[config.mk]
export PLATFORM = sky130hd
export DESIGN_NAME = adc_sequencer
export DESIGN_NICKNAME = d
export VERILOG_FILES = /design/src/rtl/adc_sequencer.sv
export SDC_FILE = /design/constraint.sdc
export NUM_CORES = 1
export LEC_CHECK = 0
export ABC_AREA = 1
export ABC_CLOCK_PERIOD_IN_PS = 1700
export CAP_MARGIN = 10
export CORE_ASPECT_RATIO = 0.5
export CORE_MARGIN = 2
export CORE_UTILIZATION = 48
export CTS_BUF_LIST = sky130_fd_sc_hd__clkbuf_2
export CTS_CLUSTER_SIZE = 20
export DETAILED_ROUTE_END_ITERATION = 12
export PLACE_DENSITY_LB_ADDON = 0.12
export SYNTH_ARGS = -nofsm -noshare
export SYNTH_HDL_FRONTEND = slang
export SYNTH_SLANG_ARGS = --single-unit
export TNS_END_PERCENT = 100
[constraint.sdc]
create_clock -name clk -period 1.7 [get_ports clk]
set_input_delay 0.17 -clock clk [delete_from_list [all_inputs] [get_ports clk]]
set_output_delay 0.17 -clock clk [all_outputs]
set_load 0.05 [all_outputs]
[src/rtl/adc_sequencer.sv]
// Multi-channel ADC/AGC bring-up and run sequencer: loads ADC control words,
// waits on mbusy, enables acquisition and issues the AGC DAC load.
module adc_sequencer #(
    parameter int unsigned NUM_CH  = 2,
    parameter int unsigned CTRL_W  = 10,
    parameter int unsigned AGC_W   = 12,
    parameter int unsigned CNT_W   = 32,
    parameter int unsigned T_LD    = 100,
    parameter int unsigned T_EN    = 900,
    parameter int unsigned TIMEOUT = 4096,
    parameter int unsigned RUN_LEN = 0
) (
    input  logic                     clk,
    input  logic                     rst,
    input  logic                     start,
    input  logic                     abort,
    input  logic                     loop_en,
    input  logic [NUM_CH-1:0]        ch_mask,
    input  logic [NUM_CH*CTRL_W-1:0] ctrlword_in,
    input  logic [AGC_W-1:0]         agc_code_in,
    input  logic [NUM_CH-1:0]        adc_mbusy,
    input  logic                     agc_busy,
    output logic [NUM_CH*CTRL_W-1:0] adc_ctrlword,
    output logic [NUM_CH-1:0]        adc_ldctrl,
    output logic [NUM_CH-1:0]        adc_enable,
    output logic [AGC_W-1:0]         agc_data,
    output logic                     agc_load,
    output logic                     running,
    output logic                     done,
    output logic                     err_timeout
);

    if (T_LD < 1 || T_EN < 2 || TIMEOUT < 1 ||
        $clog2(T_LD + 1) > CNT_W || $clog2(T_EN + 1) > CNT_W ||
        $clog2(TIMEOUT + 1) > CNT_W || $clog2(RUN_LEN + 1) > CNT_W) begin : g_param_check
        $error("adc_sequencer: timing parameters out of range for CNT_W");
    end

    localparam logic [CNT_W-1:0] LD_LAST  = CNT_W'(T_LD - 1);
    // The BUSY_WAIT cycle that sees mbusy clear is the first of the T_EN cycles.
    localparam logic [CNT_W-1:0] EN_LAST  = CNT_W'(T_EN - 2);
    localparam logic [CNT_W-1:0] TO_LAST  = CNT_W'(TIMEOUT - 1);
    localparam logic [CNT_W-1:0] RUN_LAST = CNT_W'((RUN_LEN > 0) ? RUN_LEN - 1 : 0);

    typedef enum logic [2:0] {
        IDLE,
        LD_WAIT,
        LOAD,
        BUSY_WAIT,
        EN_WAIT,
        RUN,
        STOP
    } state_t;

    state_t                    state, state_n;
    logic [CNT_W-1:0]          cnt;
    logic [NUM_CH*CTRL_W-1:0]  ctrl_q;
    logic [AGC_W-1:0]          agc_q;
    logic [NUM_CH-1:0]         mask_q;
    logic [NUM_CH-1:0]         ldctrl_q;
    logic [NUM_CH-1:0]         enable_q;
    logic                      err_q;
    logic                      pend;

    logic cnt_clr, capture, err_clr, to_set, ld_set, en_set, stop_set;
    logic busy_clr;

    assign busy_clr = ((adc_mbusy & mask_q) == '0);

    always_comb begin
        state_n  = state;
        cnt_clr  = 1'b0;
        capture  = 1'b0;
        err_clr  = 1'b0;
        to_set   = 1'b0;
        ld_set   = 1'b0;
        en_set   = 1'b0;
        stop_set = 1'b0;
        if (abort) begin
            state_n = IDLE;
            cnt_clr = 1'b1;
        end else begin
            unique case (state)
                IDLE: begin
                    cnt_clr = 1'b1;
                    if (start) begin
                        capture = 1'b1;
                        err_clr = 1'b1;
                        state_n = LD_WAIT;
                    end
                end
                LD_WAIT: begin
                    if (cnt == LD_LAST) begin
                        ld_set  = 1'b1;
                        state_n = LOAD;
                    end
                end
                LOAD: begin
                    cnt_clr = 1'b1;
                    state_n = BUSY_WAIT;
                end
                BUSY_WAIT: begin
                    if (busy_clr) begin
                        cnt_clr = 1'b1;
                        state_n = EN_WAIT;
                    end else if (cnt == TO_LAST) begin
                        to_set  = 1'b1;
                        cnt_clr = 1'b1;
                        state_n = IDLE;
                    end
                end
                EN_WAIT: begin
                    if (cnt == EN_LAST) begin
                        en_set  = 1'b1;
                        cnt_clr = 1'b1;
                        state_n = RUN;
                    end
                end
                RUN: begin
                    if (RUN_LEN > 0 && cnt == RUN_LAST) begin
                        stop_set = 1'b1;
                        state_n  = STOP;
                    end
                end
                STOP: begin
                    cnt_clr = 1'b1;
                    state_n = loop_en ? LD_WAIT : IDLE;
                end
                default: begin
                    cnt_clr = 1'b1;
                    state_n = IDLE;
                end
            endcase
        end
    end

    always_ff @(posedge clk) begin
        if (rst) begin
            state    <= IDLE;
            cnt      <= '0;
            ctrl_q   <= '0;
            agc_q    <= '0;
            mask_q   <= '0;
            ldctrl_q <= '0;
            enable_q <= '0;
            err_q    <= 1'b0;
            pend     <= 1'b0;
        end else begin
            state <= state_n;
            if (cnt_clr)
                cnt <= '0;
            else if (cnt != '1)
                cnt <= cnt + CNT_W'(1);
            if (capture) begin
                ctrl_q <= ctrlword_in;
                agc_q  <= agc_code_in;
                mask_q <= ch_mask;
            end
            if (err_clr)
                err_q <= 1'b0;
            else if (to_set)
                err_q <= 1'b1;
            ldctrl_q <= ld_set ? mask_q : '0;
            if (abort || stop_set)
                enable_q <= '0;
            else if (en_set)
                enable_q <= mask_q;
            // Load request stays pending until a cycle where the DAC link is free.
            if (abort || stop_set)
                pend <= 1'b0;
            else if (en_set)
                pend <= 1'b1;
            else if (!agc_busy)
                pend <= 1'b0;
        end
    end

    assign adc_ctrlword = ctrl_q;
    assign agc_data     = agc_q;
    assign adc_ldctrl   = ldctrl_q;
    assign adc_enable   = enable_q;
    assign agc_load     = pend & ~agc_busy;
    assign running      = (state == RUN);
    assign done         = (state == STOP);
    assign err_timeout  = err_q;

endmodule
======== After elaboration in Yosys (flattened, before gate mapping) ========
Index checks and enable logic that the tools add are counted.
cells by class
  shifts and indexed selects .............. 0
  equality and inequality tests ........... 15
  multiplexer cells ....................... 25
  reductions and logical operators ........ 8
  multipliers ............................. 0
  $lt $le $gt $ge ......................... 0
  bitwise logic cells ..................... 5
  divide/modulo/power cells ............... 0
  add/sub/neg operators ................... 1
operator list
  kind                   count
  $add 32x1->32 const B  1
  $eq 32x10->1 const B   1
  $eq 32x12->1 const B   1
  $eq 32x7->1 const B    1
  $ne 32x32->1 const B   1
  $pmux 3 s7             1
  $mux 1                 18
  $mux 3                 5
  $reduce_or 2->1        5
  $eq 3x3->1 const B     3
  $eq 3x2->1 const B     2
  $ne 2x2->1 const B     3
  $reduce_and 5->1       1
  $eq 3x1->1 const B     1
  $logic_not 3->1        1
  $ne 3x3->1 const B     1
  $not 1->1              3
  $pmux 1 s3             1
  $and 2x2->2            1
  $logic_not 2->1        1
  $ne 2x1->1 const B     1
  $and 1x1->1            1
word-level totals
  bits of input ports ..................... 42
  memory bits (read-only) ................. 0
  memories ................................ 0
  bits in writable memories ............... 0
  output and inout port bits .............. 40
  logic and storage cells ................. 63
  latch bits .............................. 0
  bits in registers ....................... 75

======== Logic depth before layout (Yosys ltp) ========
Gate-level depths: netlist of the first run.
  depth after elaboration ................. 6
  gate-level depth with buffers ........... 11
  gate-level depth less buffers ........... 11

======== Worst setup path before layout of the first run ========
No wires, ideal clock.
  path kind ............................... reg2reg
  start ................................... register cnt[1]
  end ..................................... register cnt[20]
  path slack .............................. 66 ps
  stages on the path, launching flop included .. 12
  data arrival time ....................... 1521 ps
  period minus slack after synthesis ...... 1634 ps
  cells stage by stage .................... dfxtp_1 -> ha_1 -> inv_2 -> nor2_4 -> nand2_4 -> nor2_2 -> nand2_1 -> nand2_1 -> nand2_1 -> nand4_4 -> buf_6 -> nor2_2
on the way
  longest elaborated chain between the ends .. 6
  elaborated cells between the ends (all ways) .. 10
  those cells by class .................... add/sub: 1; eq/ne: 3; mux: 5; reduce/logical: 1
ends and longest elaborated chain
  item                              line  source
  start: declaration                56    logic [CNT_W-1:0] cnt;
  start signal: assignment          153   cnt <= cnt + CNT_W'(1);
  $eq 32x12->1                      106   end else if (cnt == TO_LAST) begin
  $mux 1                            106
  $mux 1                            103   if (busy_clr) begin
  $pmux 1 s3                        83    unique case (state)
  $mux 1                            79    if (abort) begin
  $reduce_or 2->1 (no source line)  --
Parallel ways exist; a longest one is shown, timed or not.
A chain may end at the register's enable or synchronous reset.

======== Worst setup path in the final report of the first run ========
  start ................................... register cnt[0]
  end ..................................... register cnt[11]
The elaborated chain is that of the path after synthesis.

==> results_dict.tcl, run 1 <==
set metrics [dict create \
    cts_root_buf "clkbuf_2" \
    required_ns 2.14 \
    grt_pass1_wl_mm 16.1 \
    max-vdd-ir-drop_mv 0.588 \
    most-common-layout-cells "nor2_1 (129), nand2_1 (68), dfxtp_1 (45), o21ai_0 (43)" \
    avgSynthCellArea_um2 7.08 \
    yosysTopAreaCell "dfxtp_1" \
    grt_overflow 0 \
    worst_pin_slew_ns 0.516 \
    final_layout_size_suffix_gt1_frac 0.285 \
    detail_route.vias_per_cell 4.95 \
    ioPinCount 82 \
    cp-start-kind "flop" \
    synth-main-ff-cell "dfxtp_1" \
    antenna_found_initial 1 \
    ff2ff_path_depth 11 \
    stdcell_count 758 \
    nFillCells 644 \
    coreArea_um2 7490 \
    clk_path_buf_depth 2 \
    grt_pass1_vias 3545 \
    wire_per_inst_um 13.4 \
    crit_path_max_fanout 7 \
    antenna_left 0 \
    end_kind "flop" \
    syn2layout_area_growth_pct 38.9 \
    path_clk_slew_ns 0.25 \
    arrival_ns 2.12 \
    powerDensity_nw_per_um2 658 \
    synth_cell_types 32 \
    placementRows 22 \
    ys_seq_elements 75 \
    synth.area.top_cells "dfxtp_1 (40%), nor2_1 (14%), nand2_1 (7.5%), o21ai_0 (5.7%), nor2_2 (5.1%)" \
    maxCapViolations 0 \
    drt-initial-drc-count 264 \
    cts_sinks 75 \
    start_util 0.506 \
    final_common_cell "nor2_1" \
    crit_path_end "cnt[11]$_SDFFE_PP0P_" \
    status "finished clean" \
    hold_viol 0 \
    die_h_um 66.8 \
    cts-hold-fix-buffers 0 \
    r2r_start "cnt[0]$_SDFFE_PP0P_" \
    seq_area_frac_synth 0.396 \
    num_vias 3751 \
    cts_buffers 9 \
    post-route-period-util 0.989 \
    grt_max_degree 36 \
    synth_edf_count 0 \
    reg2reg_slack_ns 0.02 \
    worst-setup-path-type "reg -> reg" \
    yosys_warnings 0 \
    die_w_um 130 \
    hpwl_mm 7.32 \
    netlist_area_um2 3790 \
    slowest_delay_ns 0.44 \
    postRouteWirelength_mm 10.2 \
    postSynthCellCount 535 \
    crit_path_start "cnt[0]$_SDFFE_PP0P_" \
    dieArea_um2 8670 \
    clk_latency_ns 0.55 \
    cts_tree "built" \
    netlist.area_leader.share 0.396 \
    ys_async_sr_fraction 0 \
    holdPathStages 3 \
    utilization 0.703 \
    finalSetupViolCount 0 \
    finalClockSkew_ns 0.0353 \
    worstHoldStart "ctrlword_in[18]" \
    layout.nets 688 \
    dp.cells 731 \
    firstDrtPassIters 7 \
    h-tree-depth 3 \
    rsz0062_at_grt "yes" \
    remaining_drc_errors 0 \
    relSlewSlack 0.657 \
    min_period_ns 1.68 \
    min_path_type "in -> reg" \
    synth_fp_nets 579 \
    leakage_nw 2.09 \
    r2r_end "cnt[11]$_SDFFE_PP0P_" \
    gp_congestion 0.963 \
    grtUsageTotal 0.240 \
    port_buffers 81 \
    max_freq_mhz 595 \
    crit_slowest_cell "dfxtp_4" \
    slew_violations 0 \
    crit_chain "ha_4, inv_4, nor2_4, nand2_4, nor2_4, nand2_2, nand2_1, nand2_2, nand4_4, clkbuf_16, nor2_2" \
]
## power breakdown
group | total, mW | leakage (nW) | switching, mW | internal (mW)
Sequential | 1.84 | 0.629 | 0.0306 | 1.81
Combinational | 0.565 | 1.39 | 0.354 | 0.211
Clock | 1.06 | 0.0671 | 0.702 | 0.358
Total | 3.46 | 2.09 | 1.09 | 2.38
## layer usage
metal	up-vias	global-route usage	share of wire
met5	-	0	0
met2	158	0.393	0.45
li1	1904	-	-
met3	25	0.0996	0.099
met1	1664	0.291	0.43
met4	0	0.0739	0.019
## repair_timing
item | 4_1_cts | 5_1_grt
gates cloned | 0 | 2
gates resized for setup | 36 | 106
buffers inserted | 0 | 8
pin swaps | 0 | 21
endpoints found under the setup margin | 38 | 55
## how the worst min path moves through the flow
stage / end
after floorplan: pend$_SDFFE_PP0P_
after global placement: pend$_SDFFE_PP0P_
after detailed placement: pend$_SDFFE_PP0P_
after CTS: adc_ctrlword[0]$_SDFFE_PP0P_
after global routing: agc_data[7]$_SDFFE_PP0P_
final: adc_ctrlword[18]$_SDFFE_PP0P_
## final cells by class
| type | instances | area, um^2 | area share |
|---|---|---|---|
| multi-input combinational | 399 | 2180 | 0.414 |
| sequential | 75 | 1560 | 0.297 |
| timing repair buffer | 112 | 1070 | 0.204 |
| inverter | 47 | 184 | 0.0349 |
| tap | 108 | 135 | 0.0257 |
| clock inverter | 7 | 81.3 | 0.0155 |
| clock buffer | 9 | 45.0 | 0.00856 |
| antenna | 1 | 2.50 | 0.000476 |
## worst max-delay path: cells and delay by family, from the launching register on
family / cells / cell delay [ns]
simple gates: 8 / 0.77
flops: 1 / 0.44
buf+inv: 2 / 0.24
fa+ha+maj: 1 / 0.15
## sequential cells by signal, summed over array words and instances (netlist names)
register / count
adc_enable: 2
mask_q: 2
adc_ctrlword: 20
err_timeout: 1
pend: 1
state: 3
agc_data: 12
cnt: 32
adc_ldctrl: 2
## logic make-up (layout without fill, tap and decap cells)
kind of cell               count (synthesis)  after routing  synth area share
AOI/OAI and AO/OA                         61             61            0.0822
and+or+nand+nor                          309            309             0.378
adders and majority gates                  2              2           0.00660
buffers and inverters                     61            175            0.0743
DFF                                       75             75             0.396
other                                      0              1                 0
xor gates and xnor gates                  27             27            0.0624
## synth_stat cells, types with 2 or more instances
library cell	n
nor2_1	141
nor2_2	31
ha_1	2
xor2_1	21
nand4_1	8
nand3_1	14
buf_6	4
a21oi_1	15
nor3_2	3
clkbuf_1	6
nor3_1	18
o21ai_0	43
dfxtp_1	75
buf_2	3
xnor2_1	6
nand2_2	5
nand3b_1	2
nand2_1	76
nor2_4	4
inv_2	3
inv_1	43
nand2_4	2
## through the flow
step | setup WS [ns] | power (mW) | setup TNS, ns | cell area, um^2 | hold slack [ns]
6_report | 0.0181 | 3.46 | 0 | 5260 | 0.200
5_1_grt | -0.0600 | 3.62 | -0.901 | 5260 | 0.164
4_1_cts | 0.000187 | 3.51 | 0 | 4940 | 0.148
3_5_place_dp | 0.0174 | 2.47 | 0 | 4840 | 0.454
3_3_place_gp | 0.0554 | 2.47 | 0 | 4840 | 0.451
2_1_floorplan | 0.0655 | 2.22 | 0 | 3790 | 0.314
No activity file was read; power rests on OpenSTA's default activity.
==> run 2: changes to the inputs <==
CTS_CLUSTER_DIAMETER = 50   (was unset)
==> results of run 2 <==
Same layout as run 1: the final DEF is identical, and so are final timing and power.
